--- src/rtl/music_sequencer_ctrl.sv ---
// music_sequencer_ctrl: tempo divider and step counter addressing the song note
// tables, with a one-shot sound-effect overlay that pre-empts music on note_out.
`default_nettype none

module music_sequencer_ctrl #(
  parameter int TEMPO_DIV = 10000000,
  parameter int NUM_STEPS = 128,
  parameter int REST_CODE = 25
) (
  input  logic       clk,
  input  logic       rst,
  input  logic       play,
  input  logic       stop,
  input  logic       loop_en,
  input  logic [1:0] song_sel,
  output logic [1:0] rom_song,
  output logic [6:0] rom_step,
  input  logic [4:0] rom_note,
  input  logic       sfx_req,
  input  logic [4:0] sfx_note,
  input  logic [3:0] sfx_steps,
  output logic       sfx_ack,
  output logic [4:0] note_out,
  output logic       playing,
  output logic       step_tick,
  output logic       done
);

  localparam int TICK_W = (TEMPO_DIV > 1) ? $clog2(TEMPO_DIV) : 1;

  localparam logic [TICK_W-1:0] c_tick_last = TICK_W'(TEMPO_DIV - 1);
  localparam logic [TICK_W-1:0] c_tick_zero = '0;
  localparam logic [TICK_W-1:0] c_tick_one  = TICK_W'(1);
  localparam logic [6:0]        c_step_last = 7'(NUM_STEPS - 1);
  localparam logic [4:0]        c_rest_note = 5'(REST_CODE);

  localparam logic [0:0] c_idle = 1'b0;
  localparam logic [0:0] c_play = 1'b1;

  logic [0:0]        state_q,      state_d;
  logic [1:0]        rom_song_q,   rom_song_d;
  logic [6:0]        rom_step_q,   rom_step_d;
  logic [TICK_W-1:0] tick_q,       tick_d;
  logic              sfx_active_q, sfx_active_d;
  logic [3:0]        sfx_left_q,   sfx_left_d;
  logic [4:0]        sfx_note_q,   sfx_note_d;
  logic [4:0]        note_out_q,   note_out_d;
  logic              step_tick_q,  step_tick_d;
  logic              done_q,       done_d;
  logic              sfx_ack_q,    sfx_ack_d;

  logic              w_running;
  logic              w_wrap;
  logic              w_play_acc;
  logic              w_sfx_acc;
  logic [3:0]        w_sfx_len;

  always_comb begin
    w_running  = (state_q == c_play) || sfx_active_q;
    w_wrap     = w_running && (tick_q == c_tick_last);
    w_play_acc = play && !stop;
    w_sfx_acc  = sfx_req && !sfx_active_q;
    w_sfx_len  = (sfx_steps == 4'd0) ? 4'd1 : sfx_steps;

    state_d      = state_q;
    rom_song_d   = rom_song_q;
    rom_step_d   = rom_step_q;
    sfx_active_d = sfx_active_q;
    sfx_left_d   = sfx_left_q;
    sfx_note_d   = sfx_note_q;
    done_d       = 1'b0;
    step_tick_d  = w_wrap;
    sfx_ack_d    = w_sfx_acc;

    // An effect starting from silence gets a full first step; during music it
    // stays locked to the running song phase.
    if (w_play_acc) begin
      tick_d = c_tick_zero;
    end else if (w_sfx_acc && (state_q == c_idle)) begin
      tick_d = c_tick_zero;
    end else if (w_running) begin
      tick_d = w_wrap ? c_tick_zero : (tick_q + c_tick_one);
    end else begin
      tick_d = c_tick_zero;
    end

    if (stop) begin
      state_d = c_idle;
    end else if (play) begin
      state_d    = c_play;
      rom_song_d = song_sel;
      rom_step_d = 7'd0;
    end else if ((state_q == c_play) && w_wrap) begin
      if (rom_step_q < c_step_last) begin
        rom_step_d = rom_step_q + 7'd1;
      end else if (loop_en) begin
        rom_step_d = 7'd0;
      end else begin
        state_d    = c_idle;
        rom_step_d = 7'd0;
        done_d     = 1'b1;
      end
    end

    if (w_sfx_acc) begin
      sfx_active_d = 1'b1;
      sfx_note_d   = sfx_note;
      sfx_left_d   = w_sfx_len;
    end else if (sfx_active_q && w_wrap) begin
      sfx_left_d = sfx_left_q - 4'd1;
      if (sfx_left_q == 4'd1) begin
        sfx_active_d = 1'b0;
      end
    end

    if (sfx_active_q) begin
      note_out_d = sfx_note_q;
    end else if (state_q == c_play) begin
      note_out_d = rom_note;
    end else begin
      note_out_d = c_rest_note;
    end
  end

  always_ff @(posedge clk) begin
    if (rst) begin
      state_q      <= c_idle;
      rom_song_q   <= 2'd0;
      rom_step_q   <= 7'd0;
      tick_q       <= c_tick_zero;
      sfx_active_q <= 1'b0;
      sfx_left_q   <= 4'd0;
      sfx_note_q   <= 5'd0;
      note_out_q   <= c_rest_note;
      step_tick_q  <= 1'b0;
      done_q       <= 1'b0;
      sfx_ack_q    <= 1'b0;
    end else begin
      state_q      <= state_d;
      rom_song_q   <= rom_song_d;
      rom_step_q   <= rom_step_d;
      tick_q       <= tick_d;
      sfx_active_q <= sfx_active_d;
      sfx_left_q   <= sfx_left_d;
      sfx_note_q   <= sfx_note_d;
      note_out_q   <= note_out_d;
      step_tick_q  <= step_tick_d;
      done_q       <= done_d;
      sfx_ack_q    <= sfx_ack_d;
    end
  end

  assign rom_song  = rom_song_q;
  assign rom_step  = rom_step_q;
  assign note_out  = note_out_q;
  assign playing   = (state_q == c_play);
  assign step_tick = step_tick_q;
  assign done      = done_q;
  assign sfx_ack   = sfx_ack_q;

endmodule

`default_nettype wire

--- config.mk ---
export PLATFORM = sky130hd
export DESIGN_NAME = music_sequencer_ctrl
export DESIGN_NICKNAME = d
export VERILOG_FILES = /design/src/rtl/music_sequencer_ctrl.sv
export SDC_FILE = /design/constraint.sdc
export NUM_CORES = 1
export LEC_CHECK = 0
export CAP_MARGIN = 20
export CORE_UTILIZATION = 53
export DETAILED_ROUTE_END_ITERATION = 10
export MAX_ROUTING_LAYER = met4
export PLACE_DENSITY = 0.77
export SETUP_SLACK_MARGIN = 0.1
export SLEW_MARGIN = 20
export SYNTH_ARGS = -nofsm -noshare
export SYNTH_HDL_FRONTEND = slang
export SYNTH_SLANG_ARGS = --single-unit
--- constraint.sdc ---
create_clock -name clk -period 2.3 [get_ports clk]
set_input_delay 0.46 -clock clk [delete_from_list [all_inputs] [get_ports clk]]
set_output_delay 0.46 -clock clk [all_outputs]
set_load 0.01 [all_outputs]
==> flow_summary.ini, run 1 <==
[global_route]
grt_pass1_wl_mm = 9.45
grt_antenna_before_repair = 0
track_usage = 0.246
grt_pass1_vias = 2034
grt-ovfl-total = 0
grt_max_degree = 24

[outcome]
violations = design-rule violations
outcome = complete, but fails checks

[drt]
ant_nets = 0
vias = 2288
totalWireLength_mm = 5.64
routedWlPerCell_um = 14.5
routed_via_density = 5.88
post-route-drc-count = 10
drt_first_iter_violations = 170
drt_pass1_iterations = 7

[die]
die_w_um = 70.6
io_pins = 40
core_um2 = 4440
die_h_um = 70.6
rows = 24
initial_core_util = 0.561
die-area_um2 = 4980

[clocking]
post_cts_resize_count = 0
cts.clk_slew.worst_paths_ps = 90
cts-buffers-inserted = 5
ctsHoldBuffers = 0
cts_setup_buffers = 0
clock_latency_ps = 310
clk_path_buf_depth = 2
clockRootBuffer = clkbuf_8
cts_htree_levels = 2
cts_sinks = 52
cts_tree = yes

[yosys]
synth_top_area_cell = dfxtp_1
yosysMostFrequentCell = dfxtp_1
synth-async-reset-ratio = 0
syn_inst = 294
yosysWarnings = 0
synth_top_cell_area_share = 0.418
netlist_top_cells_count = 52 x dfxtp_1, 27 x nor2_1, 22 x nand2_1
synthFlopType = dfxtp_1
synth_edf_count = 0
synth_area_leaders = dfxtp_1 42%, nor2_1 4.1%, a21oi_1 3.4%
synth_area_um2 = 2490
avgSynthCellArea_um2 = 8.48
syn_nets = 320
synth_cell_types = 51
ys_ff_latch = 52
ys_seq_area_frac = 0.418

[sta]
max_freq_mhz = 510
hold_violations = 0
finalSetupTns_ps = 0
finClkSkew_ps = 7.26
post-route-min-period_ps = 1960
rsz0062_at_grt = no
finalCritPeriodShare = 0.853
tightest_slew_ps = 433
report.final.slew_viol_count = 0
slew_headroom = 0.709
setup-violations-final = 0

[setup_path]
max_stage_delay_ps = 700
path_max_fanout = 9
required_ps = 2540
worst_setup_path_end_kind = flip-flop
crit_arrival_ps = 2200
r2r_cells = 4
critPathBufInv = 0
path_class = reg -> reg
critical-path-top-delay-family = simple AND/OR/NAND/NOR gates
slowest_stage = or4_1
start_kind = flip-flop
path_cells = nand4_2, or4_1, or3_1, a21oi_1
critical_path_depth = 4
reg2reg_slack_ps = 340

[power_and_ir_drop]
switching_share = 0.228
p_leak_nw = 1.03
powerDensity_nw_per_um2 = 557
p_comb_frac = 0.088
p_int_mw = 1.33
power.switching_uw = 394
finalPower_mw = 1.73
power_frac_seq = 0.543
ir_drop_uv = 412
power.share.clock = 0.369

[hold_path]
whs_path_depth = 2
hold_path.class = reg -> reg

[place]
place_area_um2 = 2980
port_buffers = 39
globalplace.congestion = 0.827
dp_hpwl_mm = 4.13

[layout]
n_antenna_cell = 0
area_growth_pct = 24.3
final_area_um2 = 3100
nets = 362
drive_above_1_share = 0.0772

[run]
cap_violations = 0
-- worst paths after layout --
check | startpoint | end
max reg2reg | tick_q[7] | tick_q[17]
max | tick_q[7] | tick_q[17]
min reg2reg | sfx_note_q[1] | sfx_note_q[1]
min | sfx_note_q[1] | sfx_note_q[1]
-- cell families (layout without fill, tap and decap cells) --
| family | count (synthesis) | count (layout) | synth area share |
|---|---|---|---|
| AND/OR/NAND/NOR | 140 | 140 | 0.324 |
| AO/OA/AOI/OAI | 57 | 57 | 0.142 |
| flip-flops | 52 | 52 | 0.418 |
| buffers and inverters | 25 | 68 | 0.0392 |
| XOR/XNOR | 14 | 14 | 0.0492 |
| adder cells (fa/ha/maj) | 4 | 4 | 0.0201 |
| multiplexers | 2 | 2 | 0.00803 |
-- flip-flops by register name, indices dropped and copies added, names as in the netlist, 2 cells and up --
signal,cells
rom_step,7
sfx_left_q,4
tick_q,24
rom_song,2
sfx_note_q,5
note_out,5
-- final cells by class --
class,count,area [um^2]
Clock inverter,3,46.3
Multi-Input combinational cell,217,1350
Tap cell,52,65.1
Sequential cell,52,1040
Clock buffer,5,68.8
Timing Repair Buffer,50,485
Inverter,10,37.5
Fill cell,377,1350
-- placed cells by master (no fill, tap or decap), drive strengths merged, types with 2 or more instances in the layout --
master	count
o31ai	3
dfxtp	52
nor2	27
a31oi	4
a21oi	18
and3	5
ha	4
and2	3
nor4	9
xor2	5
nor3b	4
clkdlybuf4s50	39
o21bai	3
and4	4
mux2i	2
nand3b	2
clkbuf	5
nand4	11
o22ai	3
or4	5
or3	10
nor3	7
xnor2	9
o21ai	13
or2	2
nand3	11
inv	11
nor2b	5
nand2	22
a22oi	3
o211ai	3
nand2b	6
buf	11
-- stage by stage --
step	hold WS (ps)	cells	utilization	setup WS, ps
CTS	471	389	0.697	325
detailed placement	449	381	0.671	290
floorplan	436	294	-	521
global placement	445	381	0.671	332
global route	487	389	0.697	226
finish	466	389	0.697	338
-- routing by layer --
metal  GRT usage  wire length, um  up-vias
met5           -                0        -
met4      0.0956               67        0
met3      0.0456              223        7
met2       0.382             2680       51
met1       0.321             2670     1071
li1            -                -     1159
-- worst reg2reg max path: cells and delay by family, from the launching register on --
family | cells | cell delay [ps]
and+or+nand+nor | 3 | 1280
DFF | 1 | 460
AOI/OAI and AO/OA | 1 | 160
-- power by group through the flow --
stage                     Sequential (mW)  Clock (mW)  Combinational, mW
after floorplan                     0.955           0             0.0707
after CTS                           0.936       0.650              0.152
final                               0.937       0.637              0.152
after detailed placement            0.957           0              0.151
after global routing                0.940       0.693              0.166
after global placement              0.956           0              0.149
(Power assumes the default switching activity.)
==> inputs of run 2 (changes only) <==
--- a/config.mk
+++ b/config.mk
@@ -5,12 +5,12 @@
 export SDC_FILE = /design/constraint.sdc
 export NUM_CORES = 1
 export LEC_CHECK = 0
-export CAP_MARGIN = 20
 export CORE_UTILIZATION = 53
 export DETAILED_ROUTE_END_ITERATION = 10
 export MAX_ROUTING_LAYER = met4
 export PLACE_DENSITY = 0.77
 export SETUP_SLACK_MARGIN = 0.1
+export SKIP_CTS_REPAIR_TIMING = 1
 export SLEW_MARGIN = 20
 export SYNTH_ARGS = -nofsm -noshare
 export SYNTH_HDL_FRONTEND = slang
==> results of run 2 <==
No change in the layout: final DEF, timing and power equal those of run 1.
==> inputs of run 3 (changes only) <==
--- a/config.mk
+++ b/config.mk
@@ -5,10 +5,11 @@
 export SDC_FILE = /design/constraint.sdc
 export NUM_CORES = 1
 export LEC_CHECK = 0
+export CORE_MARGIN = 4
 export CORE_UTILIZATION = 53
 export DETAILED_ROUTE_END_ITERATION = 10
 export MAX_ROUTING_LAYER = met4
-export PLACE_DENSITY = 0.77
+export PLACE_DENSITY_LB_ADDON = 0.12
 export SETUP_SLACK_MARGIN = 0.1
 export SKIP_CTS_REPAIR_TIMING = 1
 export SLEW_MARGIN = 20
==> run 3 against run 2 <==
  * The flow now finishes without violations
  * Combinational power is essentially flat
  * Via count grew 0.22%
  * Register-to-register slack lost 40 ps
  * Core utilization shrank 0.65 points
  * Design area shrank 0.93%
  * Sequential share of layout area grew 0.32 points
  * Die area grew 18%
  * Worst hold slack lost 7.8 ps
  * Count of clock-buffer cells in the layout grew 2
  * Highest routed layer unchanged
  * Global-route usage shrank 3.7 points
  * Routed wire length grew 3.2%
  * Clock skew grew 0.94 ps
  * Critical path type unchanged
==> flow_summary.ini, run 3 (same netlist as run 1, synthesis figures left out) <==
[outcome]
outcome = finished clean

[sta]
finalCritPeriodShare = 0.873
report.final.slew_viol_count = 0
max_freq_mhz = 498
rsz0062_at_grt = no
tightest_slew_ps = 419
finalSetupTns_ps = 0
finClkSkew_ps = 8.19
post-route-min-period_ps = 2010
slew_headroom = 0.721
fin_ws_ps = 293
hold_violations = 0
setup-violations-final = 0

[global_route]
grt-ovfl-total = 0
grt_pass1_vias = 2164
grt_pass1_wl_mm = 9.89
grt_max_degree = 24
track_usage = 0.209
grt_antenna_before_repair = 0

[layout]
area_growth_pct = 23.1
largest_register_ffs = 24
nets = 361
top_register = tick_q
drive_above_1_share = 0.0714
final_common_cell = dfxtp_1
final_cell_mix = 52 x dfxtp_1, 39 x clkdlybuf4s50_1, 27 x nor2_1
n_antenna_cell = 0
layout.cells.non_filler = 388

[die]
io_pins = 40
die_h_um = 76.6
core_um2 = 4440
die_w_um = 76.6
initial_core_util = 0.561
rows = 24
die-area_um2 = 5860

[setup_path]
r2r-start = tick_q[7]
start_kind = flip-flop
path_class = reg -> reg
crit_arrival_ps = 2250
required_ps = 2540
path_max_fanout = 9
crit_path_start = tick_q[7]
worst_setup_path_end_kind = flip-flop

[clocking]
clock_latency_ps = 310
clk_path_buf_depth = 2
cts_sinks = 52
cts_tree = yes
cts.clk_slew.worst_paths_ps = 90
clockRootBuffer = clkbuf_8
cts-buffers-inserted = 5
cts_htree_levels = 2

[drt]
vias = 2293
drt_pass1_iterations = 4
ant_nets = 0
drt_first_iter_violations = 181
routed_via_density = 5.91
totalWireLength_mm = 5.82
routedWlPerCell_um = 15.0
post-route-drc-count = 0

[power_and_ir_drop]
powerDensity_nw_per_um2 = 532
p_leak_nw = 1.01
finalPower_mw = 1.63
ir_drop_uv = 517

[place]
dp_worst_setup_slack_ps = 204
globalplace.congestion = 0.891
dp.cells = 380
port_buffers = 39
dp_hpwl_mm = 4.30

[hold_path]
hold_path.class = reg -> reg
hp-start = sfx_note_q[1]

[run]
cap_violations = 0
run 3: changes by cell type in the layout (fill, tap and decap cells not counted), sizes merged:
cell / previous run / this run
clkbuf: 5 / 7
buf: 11 / 10
inv: 11 / 10
bufinv: 1 / 0
run 3: layout make-up:
class,instances,area [um^2]
well taps,52,65.1
flip-flops and latches,52,1040
multi-input cells,217,1350
clock inverters,1,7.51
clock buffers,7,86.3
fillers,375,1380
repair buffers,49,478
inverters,10,37.5
run 3: final timing paths:
| check | endpoint | slack, ps | cells past startpoint |
|---|---|---|---|
| hold reg to reg | sfx_note_q[1] | 460 | 2 |
| setup / recovery | tick_q[17] | 290 | 4 |
| hold / removal | sfx_note_q[1] | 460 | 2 |
| setup reg to reg | tick_q[17] | 290 | 4 |
run 3: metrics by stage:
stage,hold WS (ps),area [um^2],util
final,459,3070,0.691
after global routing,488,3070,0.691
after CTS,462,3070,0.691
after detailed placement,449,2980,0.669
after global placement,443,2980,0.669
after floorplan,436,2490,-
run 3: layer usage:
layer  GRT usage  up-vias  routed length, um
met3      0.0414       11                290
met5           -        -                  0
met4      0.0652        0                 98
li1            -     1148                  -
met2       0.352       57               2840
met1       0.251     1077               2600
run 3: worst max-delay path: stages (launching register included):
cell,delay (ps)
dfxtp_1,480
nand4_2,230
or4_1,730
or3_1,370
a21oi_1,140
run 3: power breakdown:
part           internal, mW  switching (mW)
Sequential            0.920          0.0165
Clock                 0.245           0.299
Combinational        0.0848          0.0676
Total                  1.25           0.383
